`src/rtl/alu_execute_stage_if.sv`:
```
// Operation and result bus for the ALU execute stage.
// The master side presents operations and consumes results; the slave side
// is the execute stage itself.
interface alu_execute_stage_if #(
  parameter int WIDTH = 32
) ();
  logic             flush;
  logic             in_valid;
  logic             in_ready;
  logic [2:0]       ALUControl;
  logic [WIDTH-1:0] SrcA;
  logic [WIDTH-1:0] SrcB;
  logic             out_valid;
  logic             out_ready;
  logic [WIDTH-1:0] ALUResult;
  logic             Zero;
  logic             Negative;
  logic             Carry;
  logic             Overflow;
  logic             illegal_op;

  modport master (
    output flush, in_valid, ALUControl, SrcA, SrcB, out_ready,
    input  in_ready, out_valid, ALUResult, Zero, Negative, Carry, Overflow,
           illegal_op
  );

  modport slave (
    input  flush, in_valid, ALUControl, SrcA, SrcB, out_ready,
    output in_ready, out_valid, ALUResult, Zero, Negative, Carry, Overflow,
           illegal_op
  );
endinterface

```
`src/rtl/alu_execute_stage.sv`:
```
// ALU execute stage: computes result and NZCV flags for each accepted op and
// holds them in a 2-entry in-order buffer so downstream can stall.
//
//   state | meaning
//   ------+-----------------------------------------------
//   EMPTY | no buffered result, out_valid low
//   ONE   | head holds one result
//   FULL  | head and tail both hold results, in_ready low
module alu_execute_stage #(
  parameter int WIDTH = 32
) (
  input logic clk,
  input logic rst,
  alu_execute_stage_if.slave bus
);

  typedef enum logic [1:0] {
    EMPTY = 2'd0,
    ONE   = 2'd1,
    FULL  = 2'd2
  } state_t;

  typedef struct packed {
    logic [WIDTH-1:0] result;
    logic             zero;
    logic             negative;
    logic             carry;
    logic             overflow;
    logic             illegal;
  } entry_t;

  state_t           state_q, state_d;
  entry_t           head_q, tail_q, head_d, op_entry;
  logic             head_load, head_from_tail, tail_load;
  logic             push, pop;
  logic             is_sub, add_ovf;
  logic [WIDTH-1:0] b_eff;
  logic [WIDTH:0]   sum;

  // Subtract and slt share the adder with B inverted and a carry-in of one.
  always_comb begin
    is_sub  = (bus.ALUControl == 3'b001) || (bus.ALUControl == 3'b101);
    b_eff   = is_sub ? ~bus.SrcB : bus.SrcB;
    sum     = {1'b0, bus.SrcA} + {1'b0, b_eff} + {{WIDTH{1'b0}}, is_sub};
    add_ovf = (bus.SrcA[WIDTH-1] == b_eff[WIDTH-1]) &&
              (sum[WIDTH-1] != bus.SrcA[WIDTH-1]);
    op_entry = '0;
    case (bus.ALUControl)
      3'b000, 3'b001: begin
        op_entry.result   = sum[WIDTH-1:0];
        op_entry.carry    = sum[WIDTH];
        op_entry.overflow = add_ovf;
      end
      3'b010: op_entry.result = bus.SrcA & bus.SrcB;
      3'b011: op_entry.result = bus.SrcA | bus.SrcB;
      // Signed less-than is N xor V of A-B, so it never depends on wrap.
      3'b101: op_entry.result = {{(WIDTH-1){1'b0}}, sum[WIDTH-1] ^ add_ovf};
      default: op_entry.illegal = 1'b1;
    endcase
    op_entry.zero     = (op_entry.result == '0);
    op_entry.negative = op_entry.result[WIDTH-1];
  end

  assign bus.in_ready  = ~rst & ~bus.flush & (state_q != FULL);
  assign bus.out_valid = (state_q != EMPTY);
  assign push          = bus.in_valid & bus.in_ready;
  assign pop           = bus.out_valid & bus.out_ready;

  // Occupancy state register.
  always_ff @(posedge clk) begin
    if (rst) state_q <= EMPTY;
    else     state_q <= state_d;
  end

  // Next occupancy and which buffer slot loads; flush beats push and pop.
  always_comb begin
    state_d        = state_q;
    head_load      = 1'b0;
    head_from_tail = 1'b0;
    tail_load      = 1'b0;
    if (bus.flush) begin
      state_d = EMPTY;
    end else begin
      case (state_q)
        EMPTY: begin
          if (push) begin
            state_d   = ONE;
            head_load = 1'b1;
          end
        end
        ONE: begin
          if (push && pop) begin
            head_load = 1'b1;
          end else if (push) begin
            state_d   = FULL;
            tail_load = 1'b1;
          end else if (pop) begin
            state_d = EMPTY;
          end
        end
        FULL: begin
          if (pop) begin
            state_d        = ONE;
            head_load      = 1'b1;
            head_from_tail = 1'b1;
          end
        end
        default: state_d = EMPTY;
      endcase
    end
  end

  assign head_d = head_from_tail ? tail_q : op_entry;

  // Buffer storage; head drives the outputs directly so they stay registered.
  always_ff @(posedge clk) begin
    if (rst) begin
      head_q <= '0;
      tail_q <= '0;
    end else begin
      if (head_load) head_q <= head_d;
      if (tail_load) tail_q <= op_entry;
    end
  end

  assign bus.ALUResult  = head_q.result;
  assign bus.Zero       = head_q.zero;
  assign bus.Negative   = head_q.negative;
  assign bus.Carry      = head_q.carry;
  assign bus.Overflow   = head_q.overflow;
  assign bus.illegal_op = head_q.illegal;

endmodule

```
`src/flat_wrapper.sv`:
```
// flat-port wrapper written by rule: the top's interface ports become plain ports
module alu_execute_stage_flat 
#(
  parameter int WIDTH = 32
)
  (clk, rst, bus_flush, bus_in_valid, bus_ALUControl, bus_SrcA, bus_SrcB, bus_out_ready, bus_in_ready, bus_out_valid, bus_ALUResult, bus_Zero, bus_Negative, bus_Carry, bus_Overflow, bus_illegal_op);
  alu_execute_stage_if #(.WIDTH(WIDTH)) bus_i ();
  input logic clk;
  input logic rst;
  input wire logic [$bits(bus_i.flush)-1:0] bus_flush;
  input wire logic [$bits(bus_i.in_valid)-1:0] bus_in_valid;
  input wire logic [$bits(bus_i.ALUControl)-1:0] bus_ALUControl;
  input wire logic [$bits(bus_i.SrcA)-1:0] bus_SrcA;
  input wire logic [$bits(bus_i.SrcB)-1:0] bus_SrcB;
  input wire logic [$bits(bus_i.out_ready)-1:0] bus_out_ready;
  output wire logic [$bits(bus_i.in_ready)-1:0] bus_in_ready;
  output wire logic [$bits(bus_i.out_valid)-1:0] bus_out_valid;
  output wire logic [$bits(bus_i.ALUResult)-1:0] bus_ALUResult;
  output wire logic [$bits(bus_i.Zero)-1:0] bus_Zero;
  output wire logic [$bits(bus_i.Negative)-1:0] bus_Negative;
  output wire logic [$bits(bus_i.Carry)-1:0] bus_Carry;
  output wire logic [$bits(bus_i.Overflow)-1:0] bus_Overflow;
  output wire logic [$bits(bus_i.illegal_op)-1:0] bus_illegal_op;
  assign bus_i.flush = bus_flush;
  assign bus_i.in_valid = bus_in_valid;
  assign bus_i.ALUControl = bus_ALUControl;
  assign bus_i.SrcA = bus_SrcA;
  assign bus_i.SrcB = bus_SrcB;
  assign bus_i.out_ready = bus_out_ready;
  assign bus_in_ready = bus_i.in_ready;
  assign bus_out_valid = bus_i.out_valid;
  assign bus_ALUResult = bus_i.ALUResult;
  assign bus_Zero = bus_i.Zero;
  assign bus_Negative = bus_i.Negative;
  assign bus_Carry = bus_i.Carry;
  assign bus_Overflow = bus_i.Overflow;
  assign bus_illegal_op = bus_i.illegal_op;
  alu_execute_stage #(.WIDTH(WIDTH)) u_core (.clk(clk), .rst(rst), .bus(bus_i));
endmodule
```
`config.mk`:
```
export PLATFORM = sky130hd
export DESIGN_NAME = alu_execute_stage_flat
export DESIGN_NICKNAME = d
export VERILOG_FILES = /design/src/rtl/alu_execute_stage_if.sv /design/src/rtl/alu_execute_stage.sv /design/src/flat_wrapper.sv
export SDC_FILE = /design/constraint.sdc
export NUM_CORES = 1
export LEC_CHECK = 0
export CAP_MARGIN = 0
export CORE_MARGIN = 3
export CORE_UTILIZATION = 35
export DETAILED_ROUTE_END_ITERATION = 6
export GPL_ROUTABILITY_DRIVEN = 0
export SYNTH_ARGS = -nofsm -noshare
export SYNTH_HDL_FRONTEND = slang
export SYNTH_SLANG_ARGS = --single-unit
```
`constraint.sdc`:
```
create_clock -name clk -period 16.45 [get_ports clk]
set_input_delay 2.4675 -clock clk [delete_from_list [all_inputs] [get_ports clk]]
set_output_delay 2.4675 -clock clk [all_outputs]
set_load 0.01 [all_outputs]
```
After elaboration in Yosys (flattened, before gate mapping). Index checks and enable logic that the tools add are counted.

Register bits: 76.

Add/sub/neg operators: 2. Eq/ne operators: 13. Muxes and demuxes: 21. Bitwise operators: 10. Reduce and logical (&&, ||, !) cells: 11.

Operator list (number): 32-bit one-hot mux with 4 select lines (1); 37-bit two-way mux (1); 32-bit by 32-bit adder with 33-bit output (1); 33-bit by 1-bit adder with 33-bit output (1); 32-bit bitwise AND (1); 32-bit logical NOT (1); 32-bit two-way mux (1); 32-bit NOT (1); 32-bit OR (1); 2-bit two-way mux (6); 1-bit two-way mux (10); 3-bit by 2-bit equality test with 1-bit output, second input constant (2); 2-bit one-hot mux with 3 select lines (1); 5-bit OR reduction (1); 1-bit bitwise AND (4); 2-bit by 1-bit inequality test with 1-bit output, second input constant (2); 2-bit inequality test, second input constant (2); 4-bit AND reduction (1); 2-bit OR reduction (2); 3-bit by 1-bit equality test with 1-bit output, second input constant (1); 3-bit equality test, second input constant (1); 3-bit logical NOT (1); 3-bit by 1-bit inequality test with 1-bit output, second input constant (1); 1-bit one-hot mux with 3 select lines (1); other kinds (10) (12).

Longest topological paths before layout. Gate-level depths: netlist (run 1).

Depth after elaboration: 11. Depth in mapped cells: 20. Gate-level depth less buffers: 13.

Least setup slack after synthesis (run 1). No wires, ideal clock.

Kind: input-to-reg. Start: input port bus_ALUControl[1]. End: register u_core.tail_q[4] (netlist name). Library setup time: 84 ps. Data arrival time: 7037 ps. Data required time: 16366 ps. Path slack: 9328 ps. Cell stages on the path: 18. Path through: clkbuf_1 clkbuf_1 buf_1 nand2b_1 clkbuf_1 buf_1 xnor2_1 fa_1 a21oi_1 o21a_2 o31ai_4 o21a_1 or3_1 a31oi_1 or4b_1 and4b_1 nand4b_1 o31ai_2.

Longest elaborated chain between the ends: 10.

Ends and longest elaborated chain: from (decl) (line flat_wrapper.sv:12) `input wire logic [$bits(bus_i.ALUControl)-1:0] bus_ALUControl;`; 3-bit by 1-bit equality test with 1-bit output or 3-bit equality test (tied branches) (line alu_execute_stage.sv:42, alu_execute_stage.sv:48); 1-bit logical OR (line alu_execute_stage.sv:42) `is_sub = (bus.ALUControl == 3'b001) || (bus.ALUControl == 3'b101);`; 32-bit two-way mux (line alu_execute_stage.sv:43) `b_eff = is_sub ? ~bus.SrcB : bus.SrcB;`; 32-bit by 32-bit adder with 33-bit output (line alu_execute_stage.sv:44) `sum = {1'b0, bus.SrcA} + {1'b0, b_eff} + {{WIDTH{1'b0}}, is_sub};`; 33-bit by 1-bit adder with 33-bit output (line alu_execute_stage.sv:44); 1-bit inequality test (line alu_execute_stage.sv:46) `(sum[WIDTH-1] != bus.SrcA[WIDTH-1]);`; 1-bit logical AND (line alu_execute_stage.sv:45) `add_ovf = (bus.SrcA[WIDTH-1] == b_eff[WIDTH-1]) &&`; 1-bit bitwise XOR (line alu_execute_stage.sv:57) `3'b101: op_entry.result = {{(WIDTH-1){1'b0}}, sum[WIDTH-1] ^ add_ovf};`; 32-bit one-hot mux with 4 select lines * (line alu_execute_stage.sv:48) `case (bus.ALUControl)`; 32-bit logical NOT * (line alu_execute_stage.sv:60) `op_entry.zero = (op_entry.result == '0);`; to (signal assigned) (line alu_execute_stage.sv:122) `if (tail_load) tail_q <= op_entry;`; to (decl) (line alu_execute_stage.sv:33) `entry_t head_q, tail_q, head_d, op_entry;`.

Mark *: on every way between the ends. The rest lies on a longest branch, timed or not. A chain may end at the register's enable or synchronous reset.

Worst setup path in the final report (run 1). Ends and elaborated chain as after synthesis.

==> impl_metrics.toml, run 1 <==
[run_status]
status = "completed"

[worst_hold_path]
hold_path_startpoint = "u_core.bus.ALUResult[0]"
hold-path-cell-count = 2
hold_path_end = "u_core.bus.ALUResult[0]"
hp-class = "reg -> reg"

[power_and_ir_drop]
ir_drop_mv = 0.0484
comb_power_share_pct = 35.0
share_seq_of_total_power_pct = 29.8
p_switching_mw = 0.204
power_per_unit_of_standard_cell_area_nw_per_um2 = 80.9
static-leakage-power_nw = 2.75
switching_fraction_of_total_power_pct = 32.7
power.internal_mw = 0.420
pwr-share-clk_pct = 35.2

[die]
die_width_um = 139
die_y_um = 139
placement_rows = 47
core-area_um2 = 16900
die_area_um2 = 19200
design.portCount = 111
starting_density_pct = 36.5

[cts]
cts_tree = "done"
post_cts_resized = 0
cts_hold_repair.buffers = 0
cts.path.max_buffers = 2
worst_skew_pair.late_latency_ns = 0.33
clk_transition_reported_paths_ns = 0.06
cts-htree-levels = 3
cts_num_sinks = 74
cts_root_buffer = "sky130_fd_sc_hd__clkbuf_16"
cts_made_buffers = 9
cts_setup_buffers = 0

[worst_setup_path]
endpoint_kind_of_the_worst_setup_timing_path = "flip-flop"
crit_required_ns = 16.70
worst_r2r_startpoint = "u_core.state_q[1]"
reg2reg_to = "u_core.bus.ALUResult[18]"
worstSetupStartpointType = "input port"
reg2regPathDepth = 6
rrSetupSlack_ns = 13.91
timing.critical_path.arrival_ns = 7.16
critPathMaxFanout = 34
criticalPathCategory = "in -> reg"

[place]
dpl.hpwl_um = 14200
dpl_worst_slack_ns = 9.18
dpl-instance-area_um2 = 7370
io_buf_count = 110

[synth]
synth_seq_area_share_pct = 24.1
synth_seq_cells = 74
synthesis.area_per_instance_um2 = 7.51
post_synth_instance_area_um2 = 6160
ys_types = 80
mappedNetlistNets = 931
number_of_synthesized_flops_with_an_enable_pin = 0
synth_flop_cell = "sky130_fd_sc_hd__dfxtp_1"
synth.yosys.warnings = 0
netlist_instances = 820
ys_async_sr_fraction_pct = 0

[flow_run]
cap_violations = 0

[detailed_routing]
avgRoutedWirePerCell_um = 17.2
drc = 0
routed_wl_um = 19200
detailedRoute.firstIterationViolations = 532
route.vias.total = 6368
detail-route-antenna-nets = 0
drt_pre_antenna_iters = 5
post_drt_via_cell_ratio = 5.71

[timing]
timing.final.setup_violations = 0
worst_pin_slew_ns = 1.06
post-route-period-util_pct = 42.0
hold_violations = 0
fin_crit_ns = 6.91
hold_slack_ns = 0.449
pins_over_slew_limit = 0
final_setup_tns_ns = 0
worst_slack_ns = 9.54
clock_skew_after_layout_ns = 0.00481
unrepaired_setup_endpoints_after_global_routing = "no"
max_freq_mhz = 145
slew_headroom_pct = 29.2

[finish]
post_route_cells_drive_above_1_share_pct = 5.69
layout.nets = 1002
syn_to_final_growth_pct = 25.1
layout_commonest_cell = "sky130_fd_sc_hd__nor2_1"
finalInstanceArea_um2 = 7710
diodes = 0
layout.cells.most_common_list = "110 x sky130_fd_sc_hd__nor2_1, 109 x sky130_fd_sc_hd__clkdlybuf4s50_1, 84 x sky130_fd_sc_hd__a21oi_1"

[global_routing]
grt_pass1_vias = 5786
global_route_wire_length_before_repair_um = 31300
grt_max_degree = 79
grt_antenna_before_repair = 0
grt_util_all_layers_pct = 19.5
gr-total-overflow = 0
through the flow:
stage / total power [mW] / util [%] / instances
after global routing: 0.659 / 45.7 / 1116
after detailed placement: 0.405 / 43.7 / 1100
final: 0.623 / 45.7 / 1116
after CTS: 0.626 / 45.7 / 1116
after global placement: 0.404 / 43.7 / 1100
after floorplan: 0.335 / - / 820
worst max path at each step:
stage | start | to | slack [ns] | depth (start not counted)
floorplan | bus_ALUControl[1] | u_core.tail_q[4] | 9.33 | 18
global placement | bus_ALUControl[1] | u_core.tail_q[4] | 9.25 | 16
detailed placement | bus_ALUControl[1] | u_core.tail_q[4] | 9.18 | 16
CTS | bus_ALUControl[1] | u_core.tail_q[4] | 9.52 | 16
global route | bus_ALUControl[1] | u_core.tail_q[4] | 9.10 | 16
finish | bus_ALUControl[1] | u_core.tail_q[4] | 9.54 | 16
synth_stat cells, drive strengths merged (6+ instances only):
library cell | count | area share, %
nor2 | 111 | 6.8
a21oi | 86 | 7.1
nand2 | 76 | 4.7
dfxtp | 74 | 24
o21ai | 49 | 4.0
clkbuf | 41 | 2.5
a211oi | 40 | 5.0
xnor2 | 40 | 5.7
ha | 38 | 7.7
maj3 | 20 | 3.3
nor3 | 20 | 1.7
buf | 19 | 1.4
nand3 | 14 | 1.1
inv | 13 | 0.79
a22oi | 12 | 1.7
o211ai | 10 | 1.2
a31oi | 8 | 0.81
o21a | 8 | 1.0
or3 | 8 | 0.81
a311oi | 7 | 1.0
nand4 | 7 | 0.81
mux2i | 6 | 0.98
nand3b | 6 | 0.73
nor2b | 6 | 0.61
xor2 | 6 | 0.85
state kept, by name, indices dropped and copies added, names as in the netlist:
register               count
u_core.bus.ALUResult      31
u_core.bus.Carry           1
u_core.bus.Negative        1
u_core.bus.Overflow        1
u_core.bus.Zero            1
u_core.bus.illegal_op      1
u_core.state_q             2
u_core.tail_q             36
worst max-delay path: stages:
cell and delay (ns):
sky130_fd_sc_hd__clkdlybuf4s50_1 0.46, sky130_fd_sc_hd__buf_4 0.34, sky130_fd_sc_hd__nand2b_2 0.19, sky130_fd_sc_hd__buf_4 0.48, sky130_fd_sc_hd__xnor2_1 0.20, sky130_fd_sc_hd__fa_1 0.45, sky130_fd_sc_hd__a21oi_1 0.33, sky130_fd_sc_hd__o21ai_1 0.18
sky130_fd_sc_hd__a2111oi_1 0.52, sky130_fd_sc_hd__o21ai_1 0.11, sky130_fd_sc_hd__nand3b_1 0.24, sky130_fd_sc_hd__nand3_1 0.13, sky130_fd_sc_hd__or4b_1 0.48, sky130_fd_sc_hd__and4b_1 0.25, sky130_fd_sc_hd__nand4b_1 0.14, sky130_fd_sc_hd__o31ai_2 0.19
metal layers:
layer	vias up	GRT usage, %	routed length [um]
li1	3170	-	-
met1	2958	28.7	9380
met2	211	30.3	8580
met3	29	2.62	970
met4	0	4.38	308
met5	-	0	0
logic make-up after synthesis:
logic type,count (synthesis),synth area share [%]
buffers and inverters,73,4.71
DFF,74,24.1
adders and majority gates,59,11.3
AOI/OAI and AO/OA,273,30.0
muxes,6,0.975
and+or+nand+nor,289,22.4
xor gates and xnor gates,46,6.54
power groups by stage:
stage               Clock [mW]  Sequential (mW)  Combinational, mW
finish                   0.219            0.186              0.218
global route             0.232            0.186              0.241
CTS                      0.224            0.186              0.216
detailed placement           0            0.190              0.215
global placement             0            0.190              0.215
floorplan                    0            0.191              0.144
layout make-up:
cell class                      count  area [um2]
Clock buffer                       12         267
Clock inverter                      4        72.6
Fill cell                        1715        9170
Inverter                           13        48.8
Multi-Input combinational cell    673        4390
Sequential cell                    74        1480
Tap cell                          220         275
Timing Repair Buffer              120        1170
Note: power is estimated with default switching activity, not from simulation.
==> inputs of run 2 (changes only) <==
- clock period: 16.45 -> 5.75 ns (I/O delays scaled with it)
==> run 2 against run 1 <==
- non-clock buffer count up 5
- clock-buffer cell count down 2
- first-iteration DRC count down 18%
- combinational power rose to 2.9 times the previous value
- clock skew down 0.00073 ns
- sequential power rose to 2.9 times the previous value
- critical path depth down 1
- final area up 0.36%
- clock power rose to 2.8 times the previous value
- core utilization up 0.16 points
- critical path type unchanged
- critical endpoint unchanged
==> impl_metrics.toml, run 2 (same netlist as run 1, synthesis figures left out) <==
[global_routing]
groute.layer.met2.usage_pct = 31.8
gr-total-overflow = 0
grt_max_degree = 54
grt_util_all_layers_pct = 19.5
grt_util_met3_pct = 2.48
grt_util_met1_pct = 27.9
grt_antenna_before_repair = 0
global_route_wire_length_before_repair_um = 31300
grt_most_used_layer = "met2"
grt_pass1_vias = 5835

[power_and_ir_drop]
switching_fraction_of_total_power_pct = 33.3
comb_power_share_pct = 35.5
ir_drop_mv = 0.163
p_switching_mw = 0.591
static-leakage-power_nw = 2.77
share_seq_of_total_power_pct = 30.0
post-layout-total-power_mw = 1.77
pwr-share-clk_pct = 34.5
power.internal_mw = 1.18
power_per_unit_of_standard_cell_area_nw_per_um2 = 229

[run_status]
status = "completed"

[cts]
cts-htree-levels = 3
post_cts_resized = 0
cts_setup_buffers = 0
cts_tree = "done"
cts_root_buffer = "sky130_fd_sc_hd__clkbuf_16"
cts_hold_repair.buffers = 0
cts_num_sinks = 74
cts.path.max_buffers = 2
cts_made_buffers = 9
worst_skew_pair.late_latency_ns = 0.33
clk_transition_reported_paths_ns = 0.06

[worst_hold_path]
hold_path_startpoint = "u_core.bus.ALUResult[2]"
hp-class = "reg -> reg"
hold_path_end = "u_core.bus.ALUResult[2]"
hold-path-cell-count = 2

[finish]
top_register = "u_core.tail_q"
post_route_cells_drive_above_1_share_pct = 6.22
diodes = 0
syn_to_final_growth_pct = 25.6
layout_commonest_cell = "sky130_fd_sc_hd__nor2_1"
finalInstanceArea_um2 = 7740
layout.cells.most_common_list = "110 x sky130_fd_sc_hd__nor2_1, 109 x sky130_fd_sc_hd__clkdlybuf4s50_1, 84 x sky130_fd_sc_hd__a21oi_1"
max_reg_flops = 36
final-instance-count-excl-fill = 1121
layout.nets = 1007

[worst_setup_path]
criticalPathCategory = "in -> reg"
critPathMaxFanout = 19
worstSetupStartpointType = "input port"
reg2regPathDepth = 7
reg2reg_to = "u_core.bus.Carry"
endpoint_kind_of_the_worst_setup_timing_path = "flip-flop"
timing.critical_path.arrival_ns = 5.07
crit_required_ns = 5.99
worst_r2r_startpoint = "u_core.state_q[1]"
rrSetupSlack_ns = 3.38

[timing]
worst_pin_slew_ns = 1.04
hold_violations = 0
fin_crit_ns = 4.83
slew_headroom_pct = 30.3
timing.final.setup_violations = 0
max_freq_mhz = 207
unrepaired_setup_endpoints_after_global_routing = "no"
worst_slack_ns = 0.923
pins_over_slew_limit = 0
final_setup_tns_ns = 0
clock_skew_after_layout_ns = 0.00408
post-route-period-util_pct = 84.0

[place]
io_buf_count = 110
post-place-cells = 1105
dpl-instance-area_um2 = 7410
dpl_worst_slack_ns = 0.624
dpl.hpwl_um = 14600

[die]
die_area_um2 = 19200
die_y_um = 139
design.portCount = 111
placement_rows = 47
starting_density_pct = 36.5
die_width_um = 139
core-area_um2 = 16900

[detailed_routing]
detail-route-antenna-nets = 0
post_drt_via_cell_ratio = 5.64
detailedRoute.firstIterationViolations = 436
drc = 0
route.vias.total = 6323
drt_pre_antenna_iters = 5
routed_wl_um = 19300
avgRoutedWirePerCell_um = 17.2

[flow_run]
cap_violations = 0
## run 2: power by group through the flow
stage               Sequential, mW  Combinational (mW)  Clock (mW)
floorplan                    0.546               0.413           0
global placement             0.543               0.622           0
detailed placement           0.543               0.621           0
CTS                          0.532               0.624       0.623
global route                 0.533               0.695       0.639
finish                       0.532               0.629       0.612
## run 2: through the flow
step | utilization (%) | hold slack [ns]
2_1_floorplan | - | 0.437
3_3_place_gp | 43.9 | 0.443
3_5_place_dp | 43.9 | 0.444
4_1_cts | 45.8 | 0.451
5_1_grt | 45.8 | 0.469
6_report | 45.8 | 0.447
## run 2: worst max-delay path, cell delays in order
cell	delay, ns
sky130_fd_sc_hd__clkdlybuf4s50_1	0.52
sky130_fd_sc_hd__nand2b_2	0.21
sky130_fd_sc_hd__buf_4	0.33
sky130_fd_sc_hd__xnor2_1	0.11
sky130_fd_sc_hd__ha_1	0.43
sky130_fd_sc_hd__nand2_1	0.16
sky130_fd_sc_hd__nor3_1	0.33
sky130_fd_sc_hd__nor4b_1	0.35
sky130_fd_sc_hd__a211o_1	0.22
sky130_fd_sc_hd__mux2i_1	0.20
sky130_fd_sc_hd__nor3_1	0.14
sky130_fd_sc_hd__or4b_1	0.56
sky130_fd_sc_hd__and4b_1	0.26
sky130_fd_sc_hd__nand4b_1	0.15
sky130_fd_sc_hd__o31ai_2	0.22
## run 2: final cells by class
type | instances | area, um2
clock buffer | 10 | 239
clock inverter | 6 | 90.1
fill | 1706 | 9140
inverter | 13 | 48.8
multi-input combinational | 673 | 4390
sequential | 74 | 1480
tap | 220 | 275
timing repair buffer | 125 | 1210
## run 2: worst max-delay path by stage
stage / startpoint / endpoint / slack [ns] / depth (start not counted)
after CTS: bus_ALUControl[1] / u_core.tail_q[4] / 0.96 / 15
final: bus_ALUControl[1] / u_core.tail_q[4] / 0.92 / 15
after global routing: bus_ALUControl[1] / u_core.tail_q[4] / 0.63 / 15
after global placement: bus_ALUControl[0] / u_core.tail_q[4] / 0.72 / 15
after floorplan: bus_ALUControl[1] / u_core.tail_q[4] / 0.23 / 18
after detailed placement: bus_ALUControl[1] / u_core.tail_q[4] / 0.62 / 15
## run 2: routing by layer
layer  share of wire [%]  vias up
met5                   0        -
met4                0.93        0
met3                 5.2       15
met2                  45      163
met1                  49     2960
li1                    -     3185
